--- src/rtl/cpu_defs.sv ---
// cpu_defs: shared constants and F/D register layout for the P7 MIPS pipeline.
package cpu_defs;
    localparam logic [31:0] PC_RESET   = 32'h0000_3000;
    localparam logic [31:0] EXC_VECTOR = 32'h0000_4180;
    localparam logic [31:0] IM_BASE    = 32'h0000_3000;
    localparam int          IM_WORDS   = 4096;
    localparam logic [31:0] IM_END     = IM_BASE + 32'(4 * IM_WORDS);
    localparam logic [4:0]  EXC_NONE   = 5'd0;
    localparam logic [4:0]  EXC_ADEL   = 5'd4;
    localparam logic [31:0] NOP        = 32'h0;

    typedef struct packed {
        logic [31:0] instr;
        logic [31:0] pc;
        logic [31:0] pc4;
        logic        bd;
        logic [4:0]  exc;
    } fd_t;
endpackage

--- src/rtl/fetch_stage_npc_sel.sv ---
// npc_sel: next-PC priority mux and fetch-address fault detector.
module npc_sel
    import cpu_defs::*;
(
    input  logic [31:0] pc,
    input  logic        irq,
    input  logic        stall,
    input  logic        eret,
    input  logic        redirect,
    input  logic [31:0] epc,
    input  logic [31:0] target,
    output logic [31:0] npc,
    output logic        fault
);
    always_comb begin
        npc = irq      ? EXC_VECTOR :
              stall    ? pc         :
              eret     ? epc        :
              redirect ? target     :
                         pc + 32'd4;
        fault = (pc[1:0] != 2'b00) || (pc < IM_BASE) || (pc >= IM_END);
    end
endmodule

--- src/rtl/fetch_stage.sv ---
// fetch_stage: PC register and F/D pipeline register of the P7 MIPS fetch stage.
module fetch_stage
    import cpu_defs::*;
(
    input  logic        clk,
    input  logic        reset,
    input  logic        StallF,
    input  logic        IRQ,
    input  logic        Eret_D,
    input  logic [31:0] EPC,
    input  logic        Redirect_D,
    input  logic [31:0] NPC_D,
    input  logic        IsBJ_D,
    input  logic [31:0] Instr_IM,
    output logic [31:0] PC_F,
    output logic [31:0] Instr_D,
    output logic [31:0] PC_D,
    output logic [31:0] PC4_D,
    output logic        BD_D,
    output logic [4:0]  ExcCode_D
);
    logic [31:0] npc;
    logic        fault;
    fd_t         fd, fd_cap;

    npc_sel u_npc_sel (
        .pc(PC_F),
        .irq(IRQ),
        .stall(StallF),
        .eret(Eret_D),
        .redirect(Redirect_D),
        .epc(EPC),
        .target(NPC_D),
        .npc(npc),
        .fault(fault)
    );

    // A faulting fetch still advances; the fault travels down as ExcCode with a nop.
    always_comb begin
        fd_cap.instr = fault ? NOP : Instr_IM;
        fd_cap.pc    = PC_F;
        fd_cap.pc4   = PC_F + 32'd4;
        fd_cap.bd    = IsBJ_D;
        fd_cap.exc   = fault ? EXC_ADEL : EXC_NONE;
    end

    always_ff @(posedge clk or posedge reset) begin
        if (reset) begin
            PC_F <= PC_RESET;
            fd   <= '0;
        end else if (IRQ) begin
            PC_F <= npc;
            fd   <= '0;
        end else if (!StallF) begin
            PC_F <= npc;
            fd   <= Eret_D ? fd_t'('0) : fd_cap;
        end
    end

    assign Instr_D   = fd.instr;
    assign PC_D      = fd.pc;
    assign PC4_D     = fd.pc4;
    assign BD_D      = fd.bd;
    assign ExcCode_D = fd.exc;
endmodule

--- config.mk ---
export PLATFORM = sky130hd
export DESIGN_NAME = fetch_stage
export DESIGN_NICKNAME = d
export VERILOG_FILES = /design/src/rtl/cpu_defs.sv /design/src/rtl/fetch_stage_npc_sel.sv /design/src/rtl/fetch_stage.sv
export SDC_FILE = /design/constraint.sdc
export NUM_CORES = 1
export LEC_CHECK = 0
export ABC_AREA = 1
export CAP_MARGIN = 25
export CELL_PAD_IN_SITES_DETAIL_PLACEMENT = 1
export CELL_PAD_IN_SITES_GLOBAL_PLACEMENT = 1
export CORE_MARGIN = 8
export CORE_UTILIZATION = 32
export DETAILED_ROUTE_END_ITERATION = 16
export PLACE_DENSITY_LB_ADDON = 0.1
export SLEW_MARGIN = 20
export SYNTH_ARGS = -nofsm -noshare
export SYNTH_HDL_FRONTEND = slang
export SYNTH_SLANG_ARGS = --single-unit
--- constraint.sdc ---
create_clock -name clk -period 5.25 [get_ports clk]
set_input_delay 1.3125 -clock clk [delete_from_list [all_inputs] [get_ports clk]]
set_output_delay 1.3125 -clock clk [all_outputs]
set_load 0.02 [all_outputs]
==> results.md, run 1 <==
* Main synth FF type: dfrtp_1
* Async SR Flop Fraction at 100.0%
* TNS Setup at 0 ps
* Critical path buffer and inverter count at 2
* Number of synthesized flops with an enable pin at 0
* Combinational power share at 14.8%
* Crit path time final at 3296 ps
* Layout Utilization at 48.50%
* Post-Synthesis Cells at 762
* Seq pwr share at 40.0%
* Critical path's slowest cell: nor3_4
* Ranking of synthesized cells by area: dfrtp_1, nand2_1, o21ai_1
* Top Metal Used: met4
* Antenna cells at 0
* Num Clock Sinks at 128
* CTS tree: done
* Pwr/cell area at 284.2 nW/um^2
* #FFs+latches synth at 128
* Crit share post-route at 62.78%
* Initial DRC count at 289
* Initial DRT Pass Iterations at 4
* Final Skew at 7.756 ps
* Nets at 1,091
* Pleak at 0.003963 uW
* Gr ovfl total at 0
* Worst EP arrival at 3620 ps
* Initial antenna violation count at 0
* Top delay family on crit path: buffers and inverters
* Layout area overhead at 50.33%
* Critical path fanouts, max at 43
* Slew HR at 38.79%
* Yosys warnings at 0
* Critical path data required time at 5570 ps
* RePlAce Congestion at 0.8378
* Share of layout cells above drive strength 1 at 7.808%
* Hold Crit Class: flop to flop
* Die Ht at 155.4 microns
* CTS Root Cell: clkbuf_16
* CTS resizes at 0
* Critical path type: input pin to flop
* Post-synth cell types at 34
* Row count at 51
* Clock buffers created by TritonCTS at 17
* Setup violations, final at 0
* Count of maximum capacitance violations at 0
* DRC Markers at 0
* Via count at 6,142
* Core Area at 19,270 sq um
* Net Sw Frac at 26.56%
* Status: completed
* DIE AREA at 24,140 sq um
* Yosys top cell area share at 50.71%
* DR WL met3 at 1302 microns
* Largest net degree at the start of global routing at 98
* Area of the multi-input gates at 2604 sq um
* # port buffers at 232
* Clk_lat worst skew at 420 ps
* Gr usage total at 20.74%
* Worst Tran Pin Value at 918.1 ps
* Area of the mapped netlist at 6217 sq um
* Post-synth top cells: nand2_1, dfrtp_1, o21ai_1
* Placed Area at 8757 sq um
* Max H-tree Level at 4
* Metal2 WL at 11,680 microns
* Routed wire per std cell at 19.55 microns
* Met1 WL at 11,220 microns
* Post-CTS Repair Setup Buffers at 0
* Hold Path Stages at 2
* Starting Density at 32.26%
* CTS Hold Buffers Added at 0
* P_sw at 705.6 uW
* Worst R2R Path Depth at 10
* Post-synth top area cell: dfrtp_1
* Fillers at 2,303
* Clock power share at 45.2%
* RSZ-0062 raised after global routing: no
* Register area share after synthesis at 51.56%
* CTS clock-pin slew for the worst setup and hold paths at 60 ps
* Final HPWL DP at 18,470 microns
* Vias in the first global route at 6,530
* Most frequent cell after synthesis: nand2_1
* Syn Area/Cell at 8.159 sq um
* Post-route ant nets at 0
* Pins Over Slew Limit at 0
* Final count of hold timing violations at 0
* Fmax at 0.3034 GHz
* Critical path depth at 4
* Clk buf depth at 2
* Drt total wl at 24,710 microns
* Routed vias/inst at 4.859
* Die width at 155.4 microns
* Startpoint Class: input pin
* Worst VDD drop at 0.1938 mV
* Crit path largest cell delay at 780 ps
* Finished Cell Area at 9346 sq um
* Setup crit end kind: flop
* I/O pin cnt at 237
* First-pass GRT wire length at 38,520 microns
* FF/Latch Area at 3206 sq um
* Crit-path cells: clkdlybuf4s50_1 > nor3_4 > inv_2 > o21ai_1
* P_int at 1951 uW
-- routing by layer --
metal	GRT usage (%)	vias to the layer above
li1	-	2940
met1	26.23	2985
met2	33.99	185
met3	5.076	32
met4	7.116	0
met5	0	-
-- flip-flops by register name, summed over array words and instances, names as in the netlist --
name	count
Instr_D	32
PC_D	32
ExcCode_D	1
BD_D	1
PC4_D	30
PC_F	32
-- per-stage QoR --
stage | std cells | hold WS, ps | worst slack (ps) | total power [uW]
6_report | 1264 | 482.9 | 1954 | 2656
5_1_grt | 1264 | 507.5 | 1835 | 2764
4_1_cts | 1264 | 486.9 | 1944 | 2685
3_5_place_dp | 1232 | 466.8 | 1506 | 1476
3_3_place_gp | 1232 | 460.7 | 1610 | 1473
2_1_floorplan | 765 | 572.2 | 528.2 | 1254
-- power by group through the flow --
stage	Clock [uW]	Sequential (uW)	Combinational (uW)
CTS	1220	1060	399
global placement	0	1080	395
floorplan	0	1110	144
global route	1270	1070	426
finish	1200	1060	393
detailed placement	0	1080	397
-- kinds of logic (layout without fill, tap and decap cells) --
kind of cell | after synthesis | after routing | share of synthesized area (%)
AO/OA/AOI/OAI | 155 | 155 | 15.38
buffers and inverters | 98 | 332 | 6.742
flip-flops | 128 | 128 | 51.56
adder cells (fa/ha/maj) | 2 | 2 | 0.4024
other | 1 | 4 | 0.06032
AND/OR/NAND/NOR | 366 | 366 | 24.17
XOR/XNOR | 12 | 12 | 1.690
-- cell type report --
type,instances,area share [%]
clock buffer,22,4.859
clock inverter,10,1.446
inverter,59,2.423
multi-input combinational,539,27.86
sequential,128,34.30
tap,265,3.548
timing repair buffer,241,25.57
-- placed cells by master (no fill, tap or decap), types with 5 or more instances in the layout --
cell / count
clkdlybuf4s50_1: 232
dfrtp_1: 126
clkbuf_16: 17
o21ai_0: 21
nor2_1: 46
inv_2: 8
inv_1: 48
o221a_2: 16
buf_4: 9
nor2_4: 5
xor2_1: 12
nand2_1: 272
o22ai_1: 12
nand3_1: 27
o21ai_1: 85
a22o_1: 8
-- worst reg2reg max path: cells and delay by family, from the launching register on --
kind	cells	cell delay, ps
adders and majority gates	1	260
buffers and inverters	1	140
DFF	1	440
and+or+nand+nor	8	950
-- path summary, 6_finish.rpt --
kind | slack (ps) | to | from
max | 1950 | PC4_D[29]$_DFFE_PP0P_ | Eret_D
min | 480 | Instr_D[31]$_DFFE_PP0P_ | Instr_D[31]$_DFFE_PP0P_
max reg2reg | 3340 | PC_F[24]$_DFFE_PP0P_ | PC_F[2]$_DFFE_PP0P_
min reg2reg | 480 | Instr_D[31]$_DFFE_PP0P_ | Instr_D[31]$_DFFE_PP0P_
max in group asynchronous | 2900 | PC_F[13]$_DFFE_PP1P_ | reset
min in group asynchronous | 1450 | PC_D[10]$_DFFE_PP0P_ | reset
Note: power is estimated with default switching activity, not from simulation.
==> inputs of run 2 (changes only) <==
==> constraint.sdc (replaced) <==
create_clock -name clk -period 3.3 [get_ports clk]
set_input_delay 0.825 -clock clk [delete_from_list [all_inputs] [get_ports clk]]
set_output_delay 0.825 -clock clk [all_outputs]
set_load 0.02 [all_outputs]
==> run 2 against run 1 <==
Compared with the run above:
- routed wire length up 1.9%
- flip-flop and latch count did not move
- clock power grew 81%
- global-route usage is 0.088 points higher
- sequential share of layout area decreased by 0.65 points
- register-to-register slack lost 1900 ps
- final cell count up 0.32%
- final area rose by 1.9%
- critical path depth fell by 3
- combinational power up 62%
- total power grew 69%
- clock skew up 2.5 ps
- critical path type is now flop to output port
- largest power group unchanged
==> results.md, run 2 (same netlist as run 1, synthesis figures left out) <==
* Worst VDD drop at 0.3695 mV
* Num Clock Sinks at 128
* Crit path largest cell delay at 660 ps
* Gr ovfl total at 0
* Largest net degree at the start of global routing at 48
* Finished Cell Area at 9528 sq um
* Status: completed
* Antenna cells at 0
* Worst r2r src: PC_F[2]$_DFFE_PP0P_
* DRC Markers at 0
* RSZ-0062 raised after global routing: no
* FF/Latch Area at 3206 sq um
* Slew HR at 43.66%
* Gr usage total at 20.83%
* Final Skew at 10.23 ps
* Setup WS pre-CTS at 542.3 ps
* Critical path's slowest cell: clkdlybuf4s50_1
* Routed wire per std cell at 19.85 microns
* Count of maximum capacitance violations at 0
* Starting Density at 32.26%
* Crit path time final at 2485 ps
* Via count at 6,143
* CTS Hold Buffers Added at 0
* Hold_sp: Instr_D[4]$_DFFE_PP0P_
* Setup crit end kind: output port
* Worst EP arrival at 1660 ps
* TNS Setup at 0 ps
* Pins Over Slew Limit at 0
* Final HPWL DP at 19,000 microns
* Most frequent cells in the layout: nand2_1, clkdlybuf4s50_1, dfrtp_1
* Crit path launch: PC_F[12]$_DFFE_PP1P_
* Worst Tran Pin Value at 843.9 ps
* CTS clock-pin slew for the worst setup and hold paths at 60 ps
* CTS tree: done
* CTS Root Cell: clkbuf_16
* Placed Area at 8848 sq um
* Power, Total at 4502 uW
* Area of the multi-input gates at 2604 sq um
* Core Area at 19,270 sq um
* First-pass GRT wire length at 38,790 microns
* Setup violations, final at 0
* Critical path fanouts, max at 5
* Clk buf depth at 2
* Row count at 51
* Critical path buffer and inverter count at 1
* RePlAce Congestion at 0.8461
* Initial antenna violation count at 0
* Fmax at 0.4025 GHz
* Pwr/cell area at 472.5 nW/um^2
* Final count of hold timing violations at 0
* CTS resizes at 0
* Hold Crit Class: flop to flop
* Clock buffers created by TritonCTS at 17
* Crit share post-route at 75.29%
* Pleak at 0.004046 uW
* Clk_lat worst skew at 420 ps
* Most common cell after layout, fill and taps aside: nand2_1
* Critical path type: flop to output port
* DIE AREA at 24,140 sq um
* Routed vias/inst at 4.845
* Startpoint Class: flop
* Drt total wl at 25,170 microns
* Vias in the first global route at 6,574
* Initial DRT Pass Iterations at 4
* Initial DRC count at 268
* # port buffers at 232
* Top delay family on crit path: buffers and inverters
* Critical path data required time at 2470 ps
* I/O pin cnt at 237
* Nets at 1,095
* Fillers at 2,272
* Share of layout cells above drive strength 1 at 8.574%
* Post-route ant nets at 0
* Layout area overhead at 53.25%
* Die width at 155.4 microns
* Die Ht at 155.4 microns
* Max H-tree Level at 4
* Final Worst Setup Slack at 815.3 ps
* Post-CTS Repair Setup Buffers at 0
* Crit-path cells: clkdlybuf4s50_1
run 2: path summary, 6_finish.rpt:
path                                           to  slack (ps)  cells after the start
min                        Instr_D[4]$_DFFE_PP0P_         490                      2
max in group asynchronous    PC_F[26]$_DFFE_PP0P_        1850                      3
max                                      PC_F[12]         820                      1
min reg2reg                Instr_D[4]$_DFFE_PP0P_         490                      2
min in group asynchronous     PC_D[9]$_DFFE_PP0P_         820                      2
max reg2reg                  PC_F[24]$_DFFE_PP0P_        1410                     10
run 2: layout make-up:
class,instances,area share (%)
inverter,59,2.364
multi-input combinational,539,27.33
clock inverter,11,2.088
tap,265,3.480
sequential,128,33.64
clock buffer,21,5.043
timing repair buffer,245,26.05
run 2: routing by layer:
layer,GRT usage [%],share of wire [%],vias to the layer above
met5,0,0,-
met4,5.730,1.4,0
met3,4.716,5.6,23
met2,35.26,48,173
met1,26.19,45,2995
li1,-,-,2952
run 2: metrics by stage:
step / hold WS [ps] / utilization (%) / cells
floorplan: 572.2 / - / 765
global placement: 463.7 / 45.92 / 1236
detailed placement: 466.0 / 45.92 / 1236
CTS: 490.7 / 49.44 / 1268
global route: 504.1 / 49.44 / 1268
finish: 486.2 / 49.44 / 1268
run 2: power breakdown:
part / total [uW] / internal, uW / leakage (uW) / switching [uW]
Sequential: 1690 / 1620 / 0.00174 / 66.0
Clock: 2170 / 1430 / 0.000334 / 744
Combinational: 638 / 284 / 0.00197 / 354
Total: 4500 / 3340 / 0.00405 / 1160
